[config.mk]
export PLATFORM = sky130hd
export DESIGN_NAME = fp_add_issuer_flat
export DESIGN_NICKNAME = d
export VERILOG_FILES = /design/src/rtl/fp_add_issuer_if.sv /design/src/rtl/fp_add_issuer.sv /design/src/flat_wrapper.sv
export SDC_FILE = /design/constraint.sdc
export NUM_CORES = 1
export LEC_CHECK = 0
export ABC_AREA = 1
export CAP_MARGIN = 20
export CORE_MARGIN = 2
export CORE_UTILIZATION = 54
export DETAILED_ROUTE_END_ITERATION = 8
export PLACE_DENSITY_LB_ADDON = 0.15
export SLEW_MARGIN = 20
export SYNTH_ARGS = -nofsm -noshare
export SYNTH_HDL_FRONTEND = slang
export SYNTH_SLANG_ARGS = --single-unit
export TNS_END_PERCENT = 10
[constraint.sdc]
create_clock -name clk -period 5.3 [get_ports clk]
set_input_delay 0.53 -clock clk [delete_from_list [all_inputs] [get_ports clk]]
set_output_delay 0.53 -clock clk [all_outputs]
set_load 0.03 [all_outputs]
[src/rtl/fp_add_issuer_if.sv]
// Request, adder-drive and result signal bundle for fp_add_issuer.
// The slave modport is the issuer's view; the master modport is the environment's.
interface fp_add_issuer_if #(
  parameter int unsigned TAG_W = 4
) ();
  logic             req_valid;
  logic             req_ready;
  logic [31:0]      req_a;
  logic [31:0]      req_b;
  logic             req_sel;
  logic [TAG_W-1:0] req_tag;

  logic [31:0]      add_a;
  logic [31:0]      add_b;
  logic             add_sel;
  logic             add_rst;
  logic [31:0]      add_z;
  logic             add_z_stb;

  logic             res_valid;
  logic             res_ready;
  logic [31:0]      res_z;
  logic [TAG_W-1:0] res_tag;
  logic             res_timeout;
  logic             busy;

  modport master (
    output req_valid, req_a, req_b, req_sel, req_tag, add_z, add_z_stb, res_ready,
    input  req_ready, add_a, add_b, add_sel, add_rst, res_valid, res_z, res_tag, res_timeout,
           busy
  );

  modport slave (
    input  req_valid, req_a, req_b, req_sel, req_tag, add_z, add_z_stb, res_ready,
    output req_ready, add_a, add_b, add_sel, add_rst, res_valid, res_z, res_tag, res_timeout,
           busy
  );
endinterface

[src/rtl/fp_add_issuer.sv]
// Queues add/sub requests and issues them one at a time to the FP adder, with a watchdog.
// Optional FP_ISSUE_STATS_EN adds saturating response/timeout counters.
module fp_add_issuer #(
  parameter int unsigned DEPTH   = 4,
  parameter int unsigned TAG_W   = 4,
  parameter int unsigned TIMEOUT = 64
) (
  input logic            clk,
  input logic            rst,
  fp_add_issuer_if.slave bus
`ifdef FP_ISSUE_STATS_EN
  ,
  output logic [15:0]    stat_ops,
  output logic [15:0]    stat_timeouts
`endif
);

  localparam int unsigned AW = (DEPTH > 1) ? $clog2(DEPTH) : 1;
  localparam int unsigned EW = 65 + TAG_W;

  typedef enum logic [1:0] {StIdle, StLoad, StWait, StHold} state_e;

  state_e           state_q;
  logic [EW-1:0]    mem_q [DEPTH];
  logic [AW-1:0]    wr_ptr_q, rd_ptr_q;
  logic [AW:0]      count_q;
  logic [7:0]       cnt_q;
  logic [31:0]      add_a_q, add_b_q, res_z_q;
  logic             add_sel_q, add_rst_q, res_valid_q, res_timeout_q;
  logic [TAG_W-1:0] res_tag_q;

  logic             full, empty, push, pop;
  logic [EW-1:0]    head;

  assign full  = (count_q == (AW+1)'(DEPTH));
  assign empty = (count_q == '0);
  assign push  = bus.req_valid & bus.req_ready;
  // Pops only happen when moving into LOAD, so the popped entry is issued straight away.
  assign pop   = ~empty & ((state_q == StIdle) | ((state_q == StHold) & bus.res_ready));
  assign head  = mem_q[rd_ptr_q];

  always_ff @(posedge clk) begin
    if (push) begin
      mem_q[wr_ptr_q] <= {bus.req_sel, bus.req_tag, bus.req_a, bus.req_b};
    end
  end

  always_ff @(posedge clk) begin
    if (!rst) begin
      state_q       <= StIdle;
      wr_ptr_q      <= '0;
      rd_ptr_q      <= '0;
      count_q       <= '0;
      cnt_q         <= '0;
      add_a_q       <= '0;
      add_b_q       <= '0;
      add_sel_q     <= 1'b0;
      add_rst_q     <= 1'b1;
      res_valid_q   <= 1'b0;
      res_z_q       <= '0;
      res_tag_q     <= '0;
      res_timeout_q <= 1'b0;
    end else begin
      if (push) wr_ptr_q <= wr_ptr_q + 1'b1;
      if (pop)  rd_ptr_q <= rd_ptr_q + 1'b1;
      if (push && !pop)      count_q <= count_q + 1'b1;
      else if (pop && !push) count_q <= count_q - 1'b1;

      add_rst_q <= 1'b0;
      if (pop) begin
        {add_sel_q, res_tag_q, add_a_q, add_b_q} <= head;
        add_rst_q <= 1'b1;
      end

      unique case (state_q)
        StIdle: if (pop) state_q <= StLoad;
        StLoad: begin
          cnt_q   <= '0;
          state_q <= StWait;
        end
        StWait: begin
          // A strobe on the last watchdog count still wins over the timeout.
          if (bus.add_z_stb) begin
            res_z_q       <= bus.add_z;
            res_timeout_q <= 1'b0;
            res_valid_q   <= 1'b1;
            state_q       <= StHold;
          end else if (cnt_q == 8'(TIMEOUT - 1)) begin
            res_z_q       <= 32'h7FC0_0000;
            res_timeout_q <= 1'b1;
            res_valid_q   <= 1'b1;
            state_q       <= StHold;
          end else begin
            cnt_q <= cnt_q + 1'b1;
          end
        end
        StHold: begin
          if (bus.res_ready) begin
            res_valid_q <= 1'b0;
            state_q     <= pop ? StLoad : StIdle;
          end
        end
        default: state_q <= StIdle;
      endcase
    end
  end

  assign bus.req_ready   = rst & ~full;
  assign bus.add_a       = add_a_q;
  assign bus.add_b       = add_b_q;
  assign bus.add_sel     = add_sel_q;
  assign bus.add_rst     = add_rst_q;
  assign bus.res_valid   = res_valid_q;
  assign bus.res_z       = res_z_q;
  assign bus.res_tag     = res_tag_q;
  assign bus.res_timeout = res_timeout_q;
  assign bus.busy        = (state_q != StIdle) | ~empty;

`ifdef FP_ISSUE_STATS_EN
  logic [15:0] stat_ops_q, stat_timeouts_q;

  always_ff @(posedge clk) begin
    if (!rst) begin
      stat_ops_q      <= '0;
      stat_timeouts_q <= '0;
    end else if (res_valid_q && bus.res_ready) begin
      if (stat_ops_q != '1) stat_ops_q <= stat_ops_q + 1'b1;
      if (res_timeout_q && (stat_timeouts_q != '1)) stat_timeouts_q <= stat_timeouts_q + 1'b1;
    end
  end

  assign stat_ops      = stat_ops_q;
  assign stat_timeouts = stat_timeouts_q;
`endif

endmodule

[src/flat_wrapper.sv]
// flat-port wrapper written by rule: the top's interface ports become plain ports
module fp_add_issuer_flat 
#(
  parameter int unsigned DEPTH   = 4,
  parameter int unsigned TAG_W   = 4,
  parameter int unsigned TIMEOUT = 64
)
  (clk, rst, bus_req_valid, bus_req_a, bus_req_b, bus_req_sel, bus_req_tag, bus_add_z, bus_add_z_stb, bus_res_ready, bus_req_ready, bus_add_a, bus_add_b, bus_add_sel, bus_add_rst, bus_res_valid, bus_res_z, bus_res_tag, bus_res_timeout, bus_busy);
  fp_add_issuer_if #(.TAG_W(TAG_W)) bus_i ();
  input logic clk;
  input logic rst;
  input wire logic [$bits(bus_i.req_valid)-1:0] bus_req_valid;
  input wire logic [$bits(bus_i.req_a)-1:0] bus_req_a;
  input wire logic [$bits(bus_i.req_b)-1:0] bus_req_b;
  input wire logic [$bits(bus_i.req_sel)-1:0] bus_req_sel;
  input wire logic [$bits(bus_i.req_tag)-1:0] bus_req_tag;
  input wire logic [$bits(bus_i.add_z)-1:0] bus_add_z;
  input wire logic [$bits(bus_i.add_z_stb)-1:0] bus_add_z_stb;
  input wire logic [$bits(bus_i.res_ready)-1:0] bus_res_ready;
  output wire logic [$bits(bus_i.req_ready)-1:0] bus_req_ready;
  output wire logic [$bits(bus_i.add_a)-1:0] bus_add_a;
  output wire logic [$bits(bus_i.add_b)-1:0] bus_add_b;
  output wire logic [$bits(bus_i.add_sel)-1:0] bus_add_sel;
  output wire logic [$bits(bus_i.add_rst)-1:0] bus_add_rst;
  output wire logic [$bits(bus_i.res_valid)-1:0] bus_res_valid;
  output wire logic [$bits(bus_i.res_z)-1:0] bus_res_z;
  output wire logic [$bits(bus_i.res_tag)-1:0] bus_res_tag;
  output wire logic [$bits(bus_i.res_timeout)-1:0] bus_res_timeout;
  output wire logic [$bits(bus_i.busy)-1:0] bus_busy;
  assign bus_i.req_valid = bus_req_valid;
  assign bus_i.req_a = bus_req_a;
  assign bus_i.req_b = bus_req_b;
  assign bus_i.req_sel = bus_req_sel;
  assign bus_i.req_tag = bus_req_tag;
  assign bus_i.add_z = bus_add_z;
  assign bus_i.add_z_stb = bus_add_z_stb;
  assign bus_i.res_ready = bus_res_ready;
  assign bus_req_ready = bus_i.req_ready;
  assign bus_add_a = bus_i.add_a;
  assign bus_add_b = bus_i.add_b;
  assign bus_add_sel = bus_i.add_sel;
  assign bus_add_rst = bus_i.add_rst;
  assign bus_res_valid = bus_i.res_valid;
  assign bus_res_z = bus_i.res_z;
  assign bus_res_tag = bus_i.res_tag;
  assign bus_res_timeout = bus_i.res_timeout;
  assign bus_busy = bus_i.busy;
  fp_add_issuer #(.DEPTH(DEPTH), .TAG_W(TAG_W), .TIMEOUT(TIMEOUT)) u_core (.clk(clk), .rst(rst), .bus(bus_i));
endmodule
==> PnR_summary.wiki, run 1 <==
{| class="wikitable"
! Metric !! Value
|-
| Result of the run || finished clean
|-
| Total CTS buffers || 41
|-
| Reg-to-reg endpoint || u_core.mem_q[0][10]
|-
| Setup WS post-layout || 2.02 ns
|-
| WHS || 0.470 ns
|-
| CP dominant cell by count || sky130_fd_sc_hd__buf_4
|-
| Total negative setup slack || 0 ns
|-
| Element type at the critical path start || input pin
|-
| Post-synth top area cell || sky130_fd_sc_hd__edfxtp_1
|-
| Count of endpoints failing setup in the final report || 0
|-
| Row cnt || 60
|-
| Fraction of layout instances using a drive strength above 1 || 0.0709
|-
| Number of sinks on the clock net || 397
|-
| Minimum setup slack after placement || 2.09 ns
|-
| Number of antenna violations at the first check in global routing || 3
|-
| Area of the core region || 27000 sq um
|-
| Number of top-level pins || 212
|-
| Number of hold-repair buffers added at the cts stage || 0
|-
| Clock root buffer || sky130_fd_sc_hd__clkbuf_16
|-
| Library cells used by synthesis || 31
|-
| Setup Crit Path Kind || in -> out
|-
| Relative slew slack || 0.333
|-
| Congestion Overflow GR || 0
|-
| Critical path arrival || 2.75 ns
|-
| Mean number of vias per cell || 5.51
|-
| Synth top cells by count || sky130_fd_sc_hd__nor2_1, sky130_fd_sc_hd__edfxtp_1, sky130_fd_sc_hd__o21ai_0
|-
| Design Power || 10.0 mW
|-
| Power density relative to cell area || 540 nW/um^2
|-
| Start of the worst register-to-register path || u_core.count_q[0]
|-
| Reg-to-reg setup timing slack || 2.59 ns
|-
| Syn avg cell area || 11.6 sq um
|-
| Post-route clock period utilization || 0.619
|-
| Port Buffers || 211
|-
| Pin count of the biggest net entering global routing || 88
|-
| Area of all placed cells without fillers || 18500 sq um
|-
| Worst setup endpoint || bus_req_ready
|-
| DRC violations left || 0
|-
| CTS tree || yes
|-
| Dpl hpwl || 19100 microns
|-
| DP Cell Count || 1776
|-
| Die area || 29000 sq um
|-
| Seq/Total Area, Yosys || 0.718
|-
| Wire length of the first global-routing pass || 52300 microns
|-
| Prevailing post-synth register cell || sky130_fd_sc_hd__edfxtp_1
|-
| Wirelength per Cell || 17.9 microns
|-
| Routed Wire Length || 33200 microns
|-
| Antenna viol nets, final || 0
|-
| Largest cells by area after synthesis || sky130_fd_sc_hd__edfxtp_1, sky130_fd_sc_hd__dfxtp_1, sky130_fd_sc_hd__nor2_1
|-
| Netlist area before placement || 14900 sq um
|-
| Maximum count of clock buffers along a single path || 3
|-
| Register bit count reported by yosys || 397
|-
| Post-CTS resize count || 0
|-
| Min-delay worst type || reg -> reg
|-
| Clock Latency Late Sink || 0.53 ns
|-
| Hold Fails Final Rpt || 0
|-
| Cell count of the worst reg-to-reg path || 5
|-
| Worst Max-Slew Pin Slew || 0.998 ns
|-
| Total setup buffers inserted after CTS || 0
|-
| Startpoint of the worst setup timing path || rst
|-
| Initial core utilization || 0.552
|-
| Post-synth top area share || 0.556
|-
| Final Wtd Congestion || 0.755
|-
| Die Width || 170 microns
|-
| Biggest cell delay along the critical path || 0.70 ns
|-
| Max Clock Freq || 0.305 GHz
|-
| Total routing resource utilization after global routing || 0.229
|-
| Leak Pwr || 6.52 nW
|-
| Final Critical Period || 3.28 ns
|-
| Largest fanout on the critical path || 87
|-
| Utilization after layout || 0.686
|-
| Syn Nets || 1407
|-
| Final Net Count || 1596
|-
| Critical Path Slowest Stage Cell || sky130_fd_sc_hd__clkdlybuf4s50_1
|-
| Number of enable-type register cells in the synthesized netlist || 276
|-
| Maximum ir drop on the vdd rail || 0.386 mV
|-
| Final setup skew || 0.0246 ns
|-
| Reg clk slew, reported paths || 0.06 ns
|-
| Async set-or-reset flop fraction in the synthesized netlist || 0
|-
| RSZ-0062 raised after global routing || no
|-
| Non-filler cells in the finished layout || 1852
|-
| Height of the die || 170 microns
|-
| List of cells traversed by the critical path || buf_2 > buf_4 > clkinv_1 > buf_4 > a31oi_1 > clkdlybuf4s50_1
|-
| First-pass detailed-route iteration total || 5
|-
| Area added between synthesis and finish || 24.2%
|-
| Initial DRC count || 830
|-
| Number of global-route vias before repair || 9948
|-
| Number of cells produced by synthesis || 1289
|-
| CTS H-tree lvls || 2
|-
| Required time reported for the critical path endpoint || 4.77 ns
|-
| Via total after detailed routing || 10197
|-
| Final Max Slew Viols || 0
|-
| Crit. End Element || output port
|-
| # Max-Cap Violations || 0
|-
| Total of warnings raised by yosys || 0
|-
| Most used standard cell by instance count after synthesis || sky130_fd_sc_hd__nor2_1
|-
| Cell area after placement || 17200 sq um
|}
where the power goes:
| group | internal (mW) | leakage [nW] | switching, mW |
|---|---|---|---|
| clock network | 1.70 | 0.683 | 1.16 |
| registers | 3.73 | 3.50 | 0.238 |
| logic | 1.08 | 2.34 | 2.08 |
| total | 6.52 | 6.52 | 3.48 |
worst max-delay path: cells and delay by family:
kind,cells,cell delay [ns]
compound gates,1,0.22
buf+inv,5,1.98
registers in the layout, summed over array words and instances, names as in the netlist:
register and flops:
u_core.state_q 2, u_core.bus.res_valid 1, u_core.bus.add_a 32, u_core.wr_ptr_q 2
u_core.count_q 3, u_core.bus.res_z 32, u_core.bus.res_timeout 1, u_core.cnt_q 8
u_core.bus.add_sel 1, u_core.bus.res_tag 4, u_core.rd_ptr_q 2, u_core.mem_q 276
u_core.bus.add_b 32, u_core.bus.add_rst 1
how the worst min path moves through the flow:
| stage | start | to | slack (ns) | cells after the start |
|---|---|---|---|---|
| 2_1_floorplan | u_core.cnt_q[3] | u_core.cnt_q[3] | 0.46 | 2 |
| 4_1_cts | u_core.bus.res_timeout | u_core.bus.res_timeout | 0.47 | 2 |
| 6_report | u_core.bus.res_timeout | u_core.bus.res_timeout | 0.47 | 2 |
| 3_3_place_gp | u_core.bus.res_timeout | u_core.bus.res_timeout | 0.45 | 2 |
| 5_1_grt | u_core.bus.res_timeout | u_core.bus.res_timeout | 0.49 | 2 |
| 3_5_place_dp | u_core.bus.res_timeout | u_core.bus.res_timeout | 0.46 | 2 |
cells by family after synthesis:
group | synth area share
adders and majority gates | 0.0106
DFF | 0.718
buffers and inverters | 0.0409
and+or+nand+nor | 0.111
AOI/OAI and AO/OA | 0.120
layout by cell type (no fill, tap or decap), types with 32 or more instances in the layout:
cell type	n
sky130_fd_sc_hd__o22ai_1	69
sky130_fd_sc_hd__a21oi_1	39
sky130_fd_sc_hd__nor2_1	312
sky130_fd_sc_hd__edfxtp_1	276
sky130_fd_sc_hd__nand3_1	32
sky130_fd_sc_hd__clkbuf_16	43
sky130_fd_sc_hd__o21ai_0	181
sky130_fd_sc_hd__nand2_1	62
sky130_fd_sc_hd__clkdlybuf4s50_1	210
sky130_fd_sc_hd__inv_1	37
sky130_fd_sc_hd__o21ai_1	45
sky130_fd_sc_hd__dfxtp_1	119
layout make-up:
class,instances,area [sq um]
flip-flops and latches,397,10700
fillers,1949,8500
multi-input cells,771,3630
repair buffers,226,2220
clock buffers,49,1150
well taps,341,427
clock inverters,26,221
inverters,41,159
diodes,1,2.50
per-layer routing:
| metal | vias up | routed length (microns) | GRT usage |
|---|---|---|---|
| met5 | - | 13 | 0 |
| met4 | 2 | 611 | 0.0665 |
| met3 | 54 | 2380 | 0.0407 |
| met2 | 363 | 16100 | 0.388 |
| met1 | 4856 | 14100 | 0.306 |
| li1 | 4922 | - | - |
Power figures use the tool's default switching activity.
==> inputs of run 2 (changes only) <==
Clock period 5.3 ns to 3.3 ns, I/O delays scaled along.
==> PnR_summary.wiki, run 2 (same netlist as run 1, synthesis figures left out) <==
{| class="wikitable"
! Metric !! Value
|-
| Leak Pwr || 6.52 nW (about the same)
|-
| Fraction of layout instances using a drive strength above 1 || 0.0633 (-0.00754)
|-
| Total area of multi-input combinational cells || 3630 sq um (about the same)
|-
| Post-route clock period utilization || 0.733
|-
| Reg clk slew, reported paths || 0.06 ns (about the same)
|-
| Element type at the critical path start || register
|-
| Total negative setup slack || 0 ns (unchanged)
|-
| Top library cells by usage in the layout, fill and taps aside || sky130_fd_sc_hd__nor2_1, sky130_fd_sc_hd__edfxtp_1, sky130_fd_sc_hd__clkdlybuf4s50_1
|-
| Hold wc startpoint || rst
|-
| Cells on Worst Hold Path || 4 (+2)
|-
| CTS H-tree lvls || 2 (unchanged)
|-
| Cell count of the worst reg-to-reg path || 12 (+7)
|-
| Fill cell count || 1983 (+1.7%)
|-
| Total routing resource utilization after global routing || 0.225 (-0.00401)
|-
| Total CTS buffers || 40 (-2.4%)
|-
| Area of all placed cells without fillers || 18600 sq um (+0.22%)
|-
| Count of endpoints failing setup in the final report || 0 (unchanged)
|-
| Largest fanout on the critical path || 5 (-94%)
|-
| Die area || 29000 sq um (unchanged)
|-
| Area added between synthesis and finish || 24.5%
|-
| Die Width || 170 microns (unchanged)
|-
| First-pass detailed-route iteration total || 5 (unchanged)
|-
| Minimum setup slack after placement || 1.01 ns (-1.08 ns)
|-
| # Max-Cap Violations || 0 (unchanged)
|-
| Initial DRC count || 683 (-18%)
|-
| Worst Max-Slew Pin Slew || 0.903 ns (-0.0947 ns)
|-
| Total setup buffers inserted after CTS || 0 (unchanged)
|-
| Via total after detailed routing || 10219 (+0.22%)
|-
| Most common cell after layout, fill and taps aside || sky130_fd_sc_hd__nor2_1
|-
| Final Critical Period || 2.42 ns
|-
| Cell area after placement || 17300 sq um (+0.86%)
|-
| Setup Crit Path Kind || reg -> out
|-
| Final Wtd Congestion || 0.775 (+2.7%)
|-
| Number of antenna violations at the first check in global routing || 2 (-1)
|-
| Utilization after layout || 0.687 (+0.00148)
|-
| Critical path arrival || 2.09 ns (-0.66 ns)
|-
| Clock root buffer || sky130_fd_sc_hd__clkbuf_16
|-
| Dpl hpwl || 18500 microns (-2.9%)
|-
| Sequential cell area || 10700 sq um (unchanged)
|-
| Number of global-route vias before repair || 9938 (-0.10%)
|-
| Maximum ir drop on the vdd rail || 0.552 mV (+43%)
|-
| Worst setup endpoint || bus_busy
|-
| Congestion Overflow GR || 0 (unchanged)
|-
| Maximum count of clock buffers along a single path || 3 (unchanged)
|-
| Number of top-level pins || 212 (unchanged)
|-
| Result of the run || finished clean
|-
| Number of sinks on the clock net || 397 (unchanged)
|-
| Initial core utilization || 0.552 (unchanged)
|-
| Clock Latency Late Sink || 0.53 ns (about the same)
|-
| Row cnt || 60 (unchanged)
|-
| Start of the worst register-to-register path || u_core.state_q[0]
|-
| Mean number of vias per cell || 5.50 (-0.11%)
|-
| Min-delay worst type || in -> reg
|-
| Number of hold-repair buffers added at the cts stage || 0 (unchanged)
|-
| Final setup skew || 0.0216 ns (-0.00305 ns)
|-
| Height of the die || 170 microns (unchanged)
|-
| CTS tree || yes
|-
| Antenna viol nets, final || 0 (unchanged)
|-
| Relative slew slack || 0.398 (+0.0647)
|-
| Post-CTS resize count || 0 (unchanged)
|-
| Reg-to-reg endpoint || u_core.count_q[2]
|-
| Wirelength per Cell || 17.7 microns (-1.6%)
|-
| Routed Wire Length || 32800 microns (-1.3%)
|-
| Required time reported for the critical path endpoint || 2.97 ns (-1.80 ns)
|-
| Power density relative to cell area || 855 nW/um^2 (+58%)
|-
| Setup WS post-layout || 0.881 ns (-1.14 ns)
|-
| Port Buffers || 211 (unchanged)
|-
| Hold Fails Final Rpt || 0 (unchanged)
|-
| Final Net Count || 1602 (+0.38%)
|-
| Flip-flop count of the largest register, all copies and words added || 276 (unchanged)
|-
| RSZ-0062 raised after global routing || no
|-
| Reg-to-reg setup timing slack || 1.13 ns (-1.46 ns)
|-
| DRC violations left || 0 (unchanged)
|-
| Crit. End Element || output port
|-
| Area of the core region || 27000 sq um (unchanged)
|-
| Wire length of the first global-routing pass || 51100 microns (-2.2%)
|-
| Design Power || 15.9 mW (+59%)
|-
| Final Max Slew Viols || 0 (unchanged)
|-
| Pin count of the biggest net entering global routing || 88 (unchanged)
|-
| Startpoint of the worst setup timing path || u_core.state_q[0]
|-
| Largest reg by FF count || u_core.mem_q
|-
| Max Clock Freq || 0.413 GHz
|}
[run 2: cell types whose count changed in the layout (fill, tap and decap cells not counted), sizes merged]
cell	delta
buf	+8
bufinv	-2
clkbuf	+14
clkdlybuf4s50	-1
clkinv	-8
clkinvlp	-4
inv	-1
[run 2: worst min path at each step]
stage                                         to  slack [ns]
final                         u_core.wr_ptr_q[1]        0.34
after global routing          u_core.wr_ptr_q[1]        0.35
after CTS                     u_core.wr_ptr_q[1]        0.33
after detailed placement  u_core.bus.res_timeout        0.46
after global placement    u_core.bus.res_timeout        0.45
after floorplan               u_core.mem_q[0][0]        0.43
[run 2: stage by stage]
stage	instances	hold WS, ns
6_report	1858	0.344
2_1_floorplan	1289	0.429
5_1_grt	1857	0.346
3_5_place_dp	1783	0.458
3_3_place_gp	1783	0.450
4_1_cts	1857	0.334
[run 2: per-layer routing]
metal  part of all wire  routed length (microns)  up-vias  GRT usage
met5            0.00037                       12        -          0
met4              0.017                      565        2     0.0650
met3              0.075                     2450       52     0.0507
met2               0.48                    15800      370      0.386
met1               0.43                    14000     4854      0.289
li1                   -                        -     4941          -
[run 2: critical path: stages (launching register included)]
cell	delay, ns
sky130_fd_sc_hd__dfxtp_1	0.38
sky130_fd_sc_hd__inv_1	0.12
sky130_fd_sc_hd__ha_1	0.24
sky130_fd_sc_hd__nand4_1	0.13
sky130_fd_sc_hd__clkdlybuf4s50_1	0.70
[run 2: power breakdown]
group	switching (mW)	leakage, nW	internal, mW	total (mW)
clock network	1.78	0.621	2.53	4.31
registers	0.301	3.50	6.00	6.30
logic	3.43	2.40	1.83	5.26
[run 2: final cells by class]
| type | count | share of cell area |
|---|---|---|
| clock buffers | 63 | 0.0631 |
| repair buffers | 233 | 0.128 |
| well taps | 341 | 0.0230 |
| inverters | 41 | 0.00842 |
| flip-flops and latches | 397 | 0.577 |
| diodes | 1 | 0.000135 |
| multi-input cells | 771 | 0.196 |
| clock inverters | 11 | 0.00505 |
